$ cat src/rtl/panel_fb_arbiter_if.sv
// Bus between the frame-buffer arbiter, the panel scanner and the host pixel writer.
// Coordinate fields carry one bit beyond clog2 so out-of-range positions can be presented.
interface panel_fb_arbiter_if #(
    parameter int COLOR_DEPTH = 1,
    parameter int ROWS        = 16,
    parameter int COLS        = 32
);
    localparam int PW = 3 * COLOR_DEPTH;
    localparam int RW = $clog2(ROWS) + 1;
    localparam int CW = $clog2(COLS) + 1;

    logic          i_rd_req;
    logic [RW-1:0] i_rd_row;
    logic [CW-1:0] i_rd_col;
    logic          o_rd_gnt;
    logic          o_rd_valid;
    logic [PW-1:0] o_rd_data;
    logic          i_frame_end;
    logic          i_wr_valid;
    logic [CW-1:0] i_wr_x;
    logic [RW-1:0] i_wr_y;
    logic [PW-1:0] i_wr_rgb;
    logic          o_wr_ready;
    logic          o_wr_err;
    logic          i_swap_req;
    logic          o_swap_done;
    logic          o_display_bank;

    modport slave (
        input  i_rd_req, i_rd_row, i_rd_col, i_frame_end,
        input  i_wr_valid, i_wr_x, i_wr_y, i_wr_rgb, i_swap_req,
        output o_rd_gnt, o_rd_valid, o_rd_data, o_wr_ready, o_wr_err,
        output o_swap_done, o_display_bank
    );

    modport master (
        output i_rd_req, i_rd_row, i_rd_col, i_frame_end,
        output i_wr_valid, i_wr_x, i_wr_y, i_wr_rgb, i_swap_req,
        input  o_rd_gnt, o_rd_valid, o_rd_data, o_wr_ready, o_wr_err,
        input  o_swap_done, o_display_bank
    );
endinterface

$ cat src/rtl/panel_fb_arbiter.sv
// Double-buffered LED panel frame buffer: scanner reads the display bank, host fills the
// draw bank, and bank swaps are deferred to a scanner frame boundary.
module panel_fb_arbiter #(
    parameter int COLOR_DEPTH = 1,
    parameter int ROWS        = 16,
    parameter int COLS        = 32
) (
    input  logic                i_clock,
    input  logic                i_reset,
    panel_fb_arbiter_if.slave   bus
);
    localparam int PW        = 3 * COLOR_DEPTH;
    localparam int RB        = $clog2(ROWS);
    localparam int CB        = $clog2(COLS);
    localparam int RW        = RB + 1;
    localparam int CW        = CB + 1;
    localparam int AW        = 1 + RB + CB;
    localparam int MEM_DEPTH = 1 << AW;
    localparam logic [RW-1:0] ROW_LIM = RW'(ROWS);
    localparam logic [CW-1:0] COL_LIM = CW'(COLS);

    typedef enum logic [0:0] {
        ST_IDLE    = 1'b0,
        ST_PENDING = 1'b1
    } swap_state_t;

    swap_state_t   r_state;
    swap_state_t   w_state_next;
    logic          r_display_bank;
    logic [1:0]    r_starve_cnt;
    logic          r_rd_valid;
    logic [PW-1:0] r_rd_data;
    logic          r_wr_err;
    logic          r_swap_done;
    logic [PW-1:0] r_mem [0:MEM_DEPTH-1];

    logic          w_swap_pending;
    logic          w_wr_ready;
    logic          w_rd_gnt;
    logic          w_wr_fire;
    logic          w_flip;
    logic          w_rd_oob;
    logic          w_wr_oob;
    logic [AW-1:0] w_rd_addr;
    logic [AW-1:0] w_wr_addr;

    assign w_swap_pending = (r_state == ST_PENDING);
    // The host wins only once the scanner has beaten it three times in a row.
    assign w_wr_ready     = !w_swap_pending && (!bus.i_rd_req || (r_starve_cnt == 2'd3));
    assign w_rd_gnt       = bus.i_rd_req && !(w_wr_ready && bus.i_wr_valid);
    assign w_wr_fire      = bus.i_wr_valid && w_wr_ready;
    assign w_rd_oob       = (bus.i_rd_row >= ROW_LIM) || (bus.i_rd_col >= COL_LIM);
    assign w_wr_oob       = (bus.i_wr_y >= ROW_LIM) || (bus.i_wr_x >= COL_LIM);
    assign w_rd_addr      = {r_display_bank, bus.i_rd_row[RB-1:0], bus.i_rd_col[CB-1:0]};
    assign w_wr_addr      = {~r_display_bank, bus.i_wr_y[RB-1:0], bus.i_wr_x[CB-1:0]};

    assign bus.o_rd_gnt       = w_rd_gnt;
    assign bus.o_wr_ready     = w_wr_ready;
    assign bus.o_rd_valid     = r_rd_valid;
    assign bus.o_rd_data      = r_rd_data;
    assign bus.o_wr_err       = r_wr_err;
    assign bus.o_swap_done    = r_swap_done;
    assign bus.o_display_bank = r_display_bank;

    // Swap scheduler next state: a request with frame_end in the same cycle flips at once.
    always_comb begin
        w_state_next = r_state;
        w_flip       = 1'b0;
        case (r_state)
            ST_IDLE: begin
                if (bus.i_swap_req && bus.i_frame_end) begin
                    w_flip = 1'b1;
                end else if (bus.i_swap_req) begin
                    w_state_next = ST_PENDING;
                end else begin
                    w_state_next = ST_IDLE;
                end
            end
            ST_PENDING: begin
                if (bus.i_frame_end) begin
                    w_flip       = 1'b1;
                    w_state_next = ST_IDLE;
                end else begin
                    w_state_next = ST_PENDING;
                end
            end
            default: begin
                w_state_next = ST_IDLE;
            end
        endcase
    end

    // Swap state, display bank and done pulse.
    always_ff @(posedge i_clock or posedge i_reset) begin
        if (i_reset) begin
            r_state        <= ST_IDLE;
            r_display_bank <= 1'b0;
            r_swap_done    <= 1'b0;
        end else begin
            r_state        <= w_state_next;
            r_display_bank <= r_display_bank ^ w_flip;
            r_swap_done    <= w_flip;
        end
    end

    // Host starvation counter and out-of-range write flag.
    always_ff @(posedge i_clock or posedge i_reset) begin
        if (i_reset) begin
            r_starve_cnt <= 2'd0;
            r_wr_err     <= 1'b0;
        end else begin
            r_wr_err <= w_wr_fire && w_wr_oob;
            if (w_wr_fire) begin
                r_starve_cnt <= 2'd0;
            end else if (bus.i_wr_valid && !w_swap_pending && w_rd_gnt
                         && (r_starve_cnt != 2'd3)) begin
                r_starve_cnt <= r_starve_cnt + 2'd1;
            end
        end
    end

    // Scanner read port; data holds until the next grant.
    always_ff @(posedge i_clock or posedge i_reset) begin
        if (i_reset) begin
            r_rd_valid <= 1'b0;
            r_rd_data  <= {PW{1'b0}};
        end else begin
            r_rd_valid <= w_rd_gnt;
            if (w_rd_gnt) begin
                r_rd_data <= w_rd_oob ? {PW{1'b0}} : r_mem[w_rd_addr];
            end
        end
    end

    // Pixel memory is deliberately not reset so frames survive a controller reset.
    always_ff @(posedge i_clock) begin
        if (w_wr_fire && !w_wr_oob) begin
            r_mem[w_wr_addr] <= bus.i_wr_rgb;
        end
    end
endmodule

$ cat src/flat_wrapper.sv
// flat-port wrapper written by rule: the top's interface ports become plain ports
module panel_fb_arbiter_flat 
#(
    parameter int COLOR_DEPTH = 1,
    parameter int ROWS        = 16,
    parameter int COLS        = 32
)
  (i_clock, i_reset, bus_i_rd_req, bus_i_rd_row, bus_i_rd_col, bus_i_frame_end, bus_i_wr_valid, bus_i_wr_x, bus_i_wr_y, bus_i_wr_rgb, bus_i_swap_req, bus_o_rd_gnt, bus_o_rd_valid, bus_o_rd_data, bus_o_wr_ready, bus_o_wr_err, bus_o_swap_done, bus_o_display_bank);
  panel_fb_arbiter_if #(.COLOR_DEPTH(COLOR_DEPTH), .ROWS(ROWS), .COLS(COLS)) bus_i ();
  input  logic i_clock;
  input  logic i_reset;
  input wire logic [$bits(bus_i.i_rd_req)-1:0] bus_i_rd_req;
  input wire logic [$bits(bus_i.i_rd_row)-1:0] bus_i_rd_row;
  input wire logic [$bits(bus_i.i_rd_col)-1:0] bus_i_rd_col;
  input wire logic [$bits(bus_i.i_frame_end)-1:0] bus_i_frame_end;
  input wire logic [$bits(bus_i.i_wr_valid)-1:0] bus_i_wr_valid;
  input wire logic [$bits(bus_i.i_wr_x)-1:0] bus_i_wr_x;
  input wire logic [$bits(bus_i.i_wr_y)-1:0] bus_i_wr_y;
  input wire logic [$bits(bus_i.i_wr_rgb)-1:0] bus_i_wr_rgb;
  input wire logic [$bits(bus_i.i_swap_req)-1:0] bus_i_swap_req;
  output wire logic [$bits(bus_i.o_rd_gnt)-1:0] bus_o_rd_gnt;
  output wire logic [$bits(bus_i.o_rd_valid)-1:0] bus_o_rd_valid;
  output wire logic [$bits(bus_i.o_rd_data)-1:0] bus_o_rd_data;
  output wire logic [$bits(bus_i.o_wr_ready)-1:0] bus_o_wr_ready;
  output wire logic [$bits(bus_i.o_wr_err)-1:0] bus_o_wr_err;
  output wire logic [$bits(bus_i.o_swap_done)-1:0] bus_o_swap_done;
  output wire logic [$bits(bus_i.o_display_bank)-1:0] bus_o_display_bank;
  assign bus_i.i_rd_req = bus_i_rd_req;
  assign bus_i.i_rd_row = bus_i_rd_row;
  assign bus_i.i_rd_col = bus_i_rd_col;
  assign bus_i.i_frame_end = bus_i_frame_end;
  assign bus_i.i_wr_valid = bus_i_wr_valid;
  assign bus_i.i_wr_x = bus_i_wr_x;
  assign bus_i.i_wr_y = bus_i_wr_y;
  assign bus_i.i_wr_rgb = bus_i_wr_rgb;
  assign bus_i.i_swap_req = bus_i_swap_req;
  assign bus_o_rd_gnt = bus_i.o_rd_gnt;
  assign bus_o_rd_valid = bus_i.o_rd_valid;
  assign bus_o_rd_data = bus_i.o_rd_data;
  assign bus_o_wr_ready = bus_i.o_wr_ready;
  assign bus_o_wr_err = bus_i.o_wr_err;
  assign bus_o_swap_done = bus_i.o_swap_done;
  assign bus_o_display_bank = bus_i.o_display_bank;
  panel_fb_arbiter #(.COLOR_DEPTH(COLOR_DEPTH), .ROWS(ROWS), .COLS(COLS)) u_core (.i_clock(i_clock), .i_reset(i_reset), .bus(bus_i));
endmodule
$ cat config.mk
export PLATFORM = sky130hd
export DESIGN_NAME = panel_fb_arbiter_flat
export DESIGN_NICKNAME = d
export VERILOG_FILES = /design/src/rtl/panel_fb_arbiter_if.sv /design/src/rtl/panel_fb_arbiter.sv /design/src/flat_wrapper.sv
export SDC_FILE = /design/constraint.sdc
export NUM_CORES = 2
export LEC_CHECK = 0
export ABC_AREA = 1
export CORE_MARGIN = 5
export CORE_UTILIZATION = 30
export DETAILED_ROUTE_END_ITERATION = 16
export DONT_BUFFER_PORTS = 1
export PLACE_DENSITY = 0.54
export REMOVE_ABC_BUFFERS = 1
export SYNTH_ARGS = -nofsm -noshare
export SYNTH_HDL_FRONTEND = slang
export SYNTH_SLANG_ARGS = --single-unit
$ cat constraint.sdc
create_clock -name i_clock -period 2.75 [get_ports i_clock]
set_clock_uncertainty 0.15 [all_clocks]
set_input_delay 0.275 -clock i_clock [delete_from_list [all_inputs] [get_ports i_clock]]
set_output_delay 0.275 -clock i_clock [all_outputs]
set_load 0.005 [all_outputs]
==> metrics <==
Pre-antenna DRT Iters=7; Lkg Pwr=50.7 nW; initial antenna violation count=15; number of I/O port buffers=0; ANT nets after route=0; area fraction of the dominant cell type after synthesis=0.718; die area=roughly 440,000 um^2; Hold Worst Slack=39.6 ps; Post-Syn Instances=~11,000; CP delay by family, top=simple AND/OR/NAND/NOR gates; Reg clk slew, reported paths=70 ps; Worst Setup Slack, final=-745 ps; Tot GR Track Use=0.175; Synth Area per Inst=around 11 um^2; Critical path buffers and inverters=0; fin crit period=~3500 ps; clock sink count=around 3,100; I/O Pins=40; max-cap viol count=0; pwr/cell area=around 660 nW/um^2; Synth Register Bits=~3,100; drc violations=0; starting density of the core=0.301; final net count=between 10,000 and 15,000; worst slew pin tran=roughly 3100 ps; Post-synth EDFFs=3,072; Ys Warns=0; register area=92,500 um^2; top post-synthesis cells by area=edfxtp_1, nand3_1, nand2_1, nor2_1, buf_2; Post-CTS Setup Bufs=0; vias in the first global route=roughly 86,000; Hold Fails Final Rpt=0; Data arrival, critical path=4170 ps; Core ar.=about 430,000 um^2; Main synth FF type=edfxtp_1; CTS H-tree lvls=5; post-layout util=0.354; vias per cell=5.07; Tightest Hold Check Type=input port to flop; Post-synth ARST share=0.00324; Unique masters post-synth=22; hpwl dp=~230 mm; status=complete, but fails checks; final wirelength=402 mm; Multi-input gate area=34,000 um^2; DR vias=between 80,000 and 90,000; Critical Path RT=3430 ps; nature of the critical path endpoint=flop; TritonCTS clock tree=done; GPL Wtd Cong=0.840; Yosys top cell by area=edfxtp_1; Slowest-stage cell, CP=nand3_1; critical path class=input port to flop; Power Internal=77.1 mW; hold path start=bus_i_wr_x[3]; Max Slew Vio Count=roughly 860; failing checks=max-slew violations, negative setup slack; worst flop-to-flop path startpoint=u_core.r_starve_cnt[0]$_DFFE_PP0P_; die width=between 600 and 700 um; Slew Limit Headroom=-1.08; combinational share of power=0.064; row cnt=between 200 and 250; critical-path cell list=nand3_1, nand3_1, nand3_1, nand3_1, nand3_1, nand3_1, nand2_1, nand2_1, nand2_1, nand2_1, nand3_1, nand3_1, nand2_1; Reg power frac=0.519; Overflow after GRT=0; Cell Area, Synth=129,000 um^2; Worst path most repeated cell=nand3_1; die height=665 um; switching part of the total=0.227; drt initial violations=slightly above 8,000; clock power share=0.417; share of cells above drive strength 1=0.144; fin crit share=1.27; first-pass GRT wire length=slightly below 600 mm; Layout Area Growth over Synthesis=17.5%; Worst VDD drop=0.482 mV; critical path fanouts, max=just under 800; Clk Latency, worst-skew pair=around 880 ps; switching power=22.6 mW; post-synthesis sequential area ratio=0.720; largest net degree at the start of global routing=770; crit path launch=bus_i_rd_col[1]; wire per inst=23.4 um; crit-path max cell delay=730 ps; total clock buffers created by CTS=roughly 320; RSZ-0062 raised after global routing=true; Fill cells=around 42,000; setup violators final=13; CTS root buf=clkbuf_16; FMAX=around 290 MHz; Max Root-Sink Buffers=4; startpoint types=input port
[timing repair]
item / in CTS / in global routing
hold buffers: 36 / 0
resized for setup: 529 / 317
cloned: 7 / 8
pin swaps: 0 / 0
setup endpoints to repair: 2386 / 2642
hold endpoints to repair: 1360 / 0
[cell usage in the layout (no fill, tap or decap), drive strengths merged, types with 22 or more instances in the layout]
master,n
clkbuf,384
nand2,3218
nor2,1035
clkinv,138
nand3,3034
dlygate4sd3,34
edfxtp,3072
inv,29
nor3,22
bufinv,23
buf,502
[layout make-up]
| class | count | share of cell area |
|---|---|---|
| flip-flops and latches | 3082 | 0.613 |
| multi-input cells | 7314 | 0.225 |
| clock buffers | 376 | 0.0543 |
| repair buffers | 550 | 0.0493 |
| well taps | 5687 | 0.0471 |
| clock inverters | 175 | 0.0104 |
| inverters | 28 | 0.00112 |
| diodes | 1 | 0.0000166 |
[worst min-delay path, stage by stage]
cell	delay (ps)
inv_1	90
nor3_1	60
buf_4	180
nand2_8	150
nor2_1	100
[flip-flops by register name, summed over array words and instances (netlist names)]
register and count:
u_core.r_starve_cnt 2, u_core.bus.o_display_bank 1, u_core.bus.o_rd_valid 1, u_core.bus.o_rd_data 3, u_core.r_state 1, u_core.bus.o_swap_done 1, u_core.r_mem 3072, u_core.bus.o_wr_err 1
[cells by family (layout without fill, tap and decap cells)]
group,count (synthesis),after routing,share of synthesized area
other,0,1,0
AND/OR/NAND/NOR,7309,7309,0.243
AO/OA/AOI/OAI,3,3,0.000117
flip-flops,3082,3082,0.720
XOR/XNOR,1,1,0.0000682
buffers and inverters,898,1129,0.0367
adder cells (fa/ha/maj),1,1,0.0000973
[power by group through the flow]
stage	combinational, mW	clock (mW)	sequential, mW
after detailed placement	5.97	0	52.7
after CTS	6.25	42.3	51.7
after floorplan	3.11	0	52.7
final	6.39	41.6	51.7
after global placement	5.98	0	52.7
after global routing	6.90	44.3	51.7
[per-stage QoR]
stage	TNS (ps)	std cells	power, mW	setup slack, ps	instance area (um^2)
2_1_floorplan	-17730	10400	55.8	-5920	124000
4_1_cts	-2660	17200	100	-50.5	150000
3_3_place_gp	-272100	16600	58.7	-2470	138000
6_report	-2190	17200	99.7	-745	151000
3_5_place_dp	-296710	16600	58.7	-2490	138000
5_1_grt	-118440	17200	103	-282	151000
[final timing paths]
check / end / slack [ps] / depth (start not counted)
max: u_core.bus.o_rd_data[2]$_DFFE_PP0N_ / -740 / 13
max reg2reg: u_core.r_mem[959][0]$_DFFE_PP_ / -30 / 12
min in group asynchronous: u_core.bus.o_wr_err$_DFF_PP0_ / 80 / 3
min reg2reg: u_core.r_starve_cnt[0]$_DFFE_PP0P_ / 400 / 2
max in group asynchronous: u_core.bus.o_rd_valid$_DFF_PP0_ / 1810 / 4
min: u_core.r_mem[376][1]$_DFFE_PP_ / 40 / 5
[synthesized netlist by cell type, types with 4 or more instances]
master	count
buf_4	49
nand2_1	3218
clkbuf_1	281
buf_1	57
nor2_1	1035
buf_2	400
nand3_1	3034
inv_1	22
edfxtp_1	3072
dfrtp_1	10
nor3_1	18
buf_6	77
nor3_2	4
clkinv_1	4
[per-layer routing]
layer  track usage  vias to the layer above  share of wire
met5             0                        -       0.000089
met4        0.0635                        6          0.043
met3        0.0238                      671          0.070
met2         0.296                     3242           0.48
met1         0.228                    43600           0.41
li1              -                    39800              -
Power figures use the tool's default switching activity.
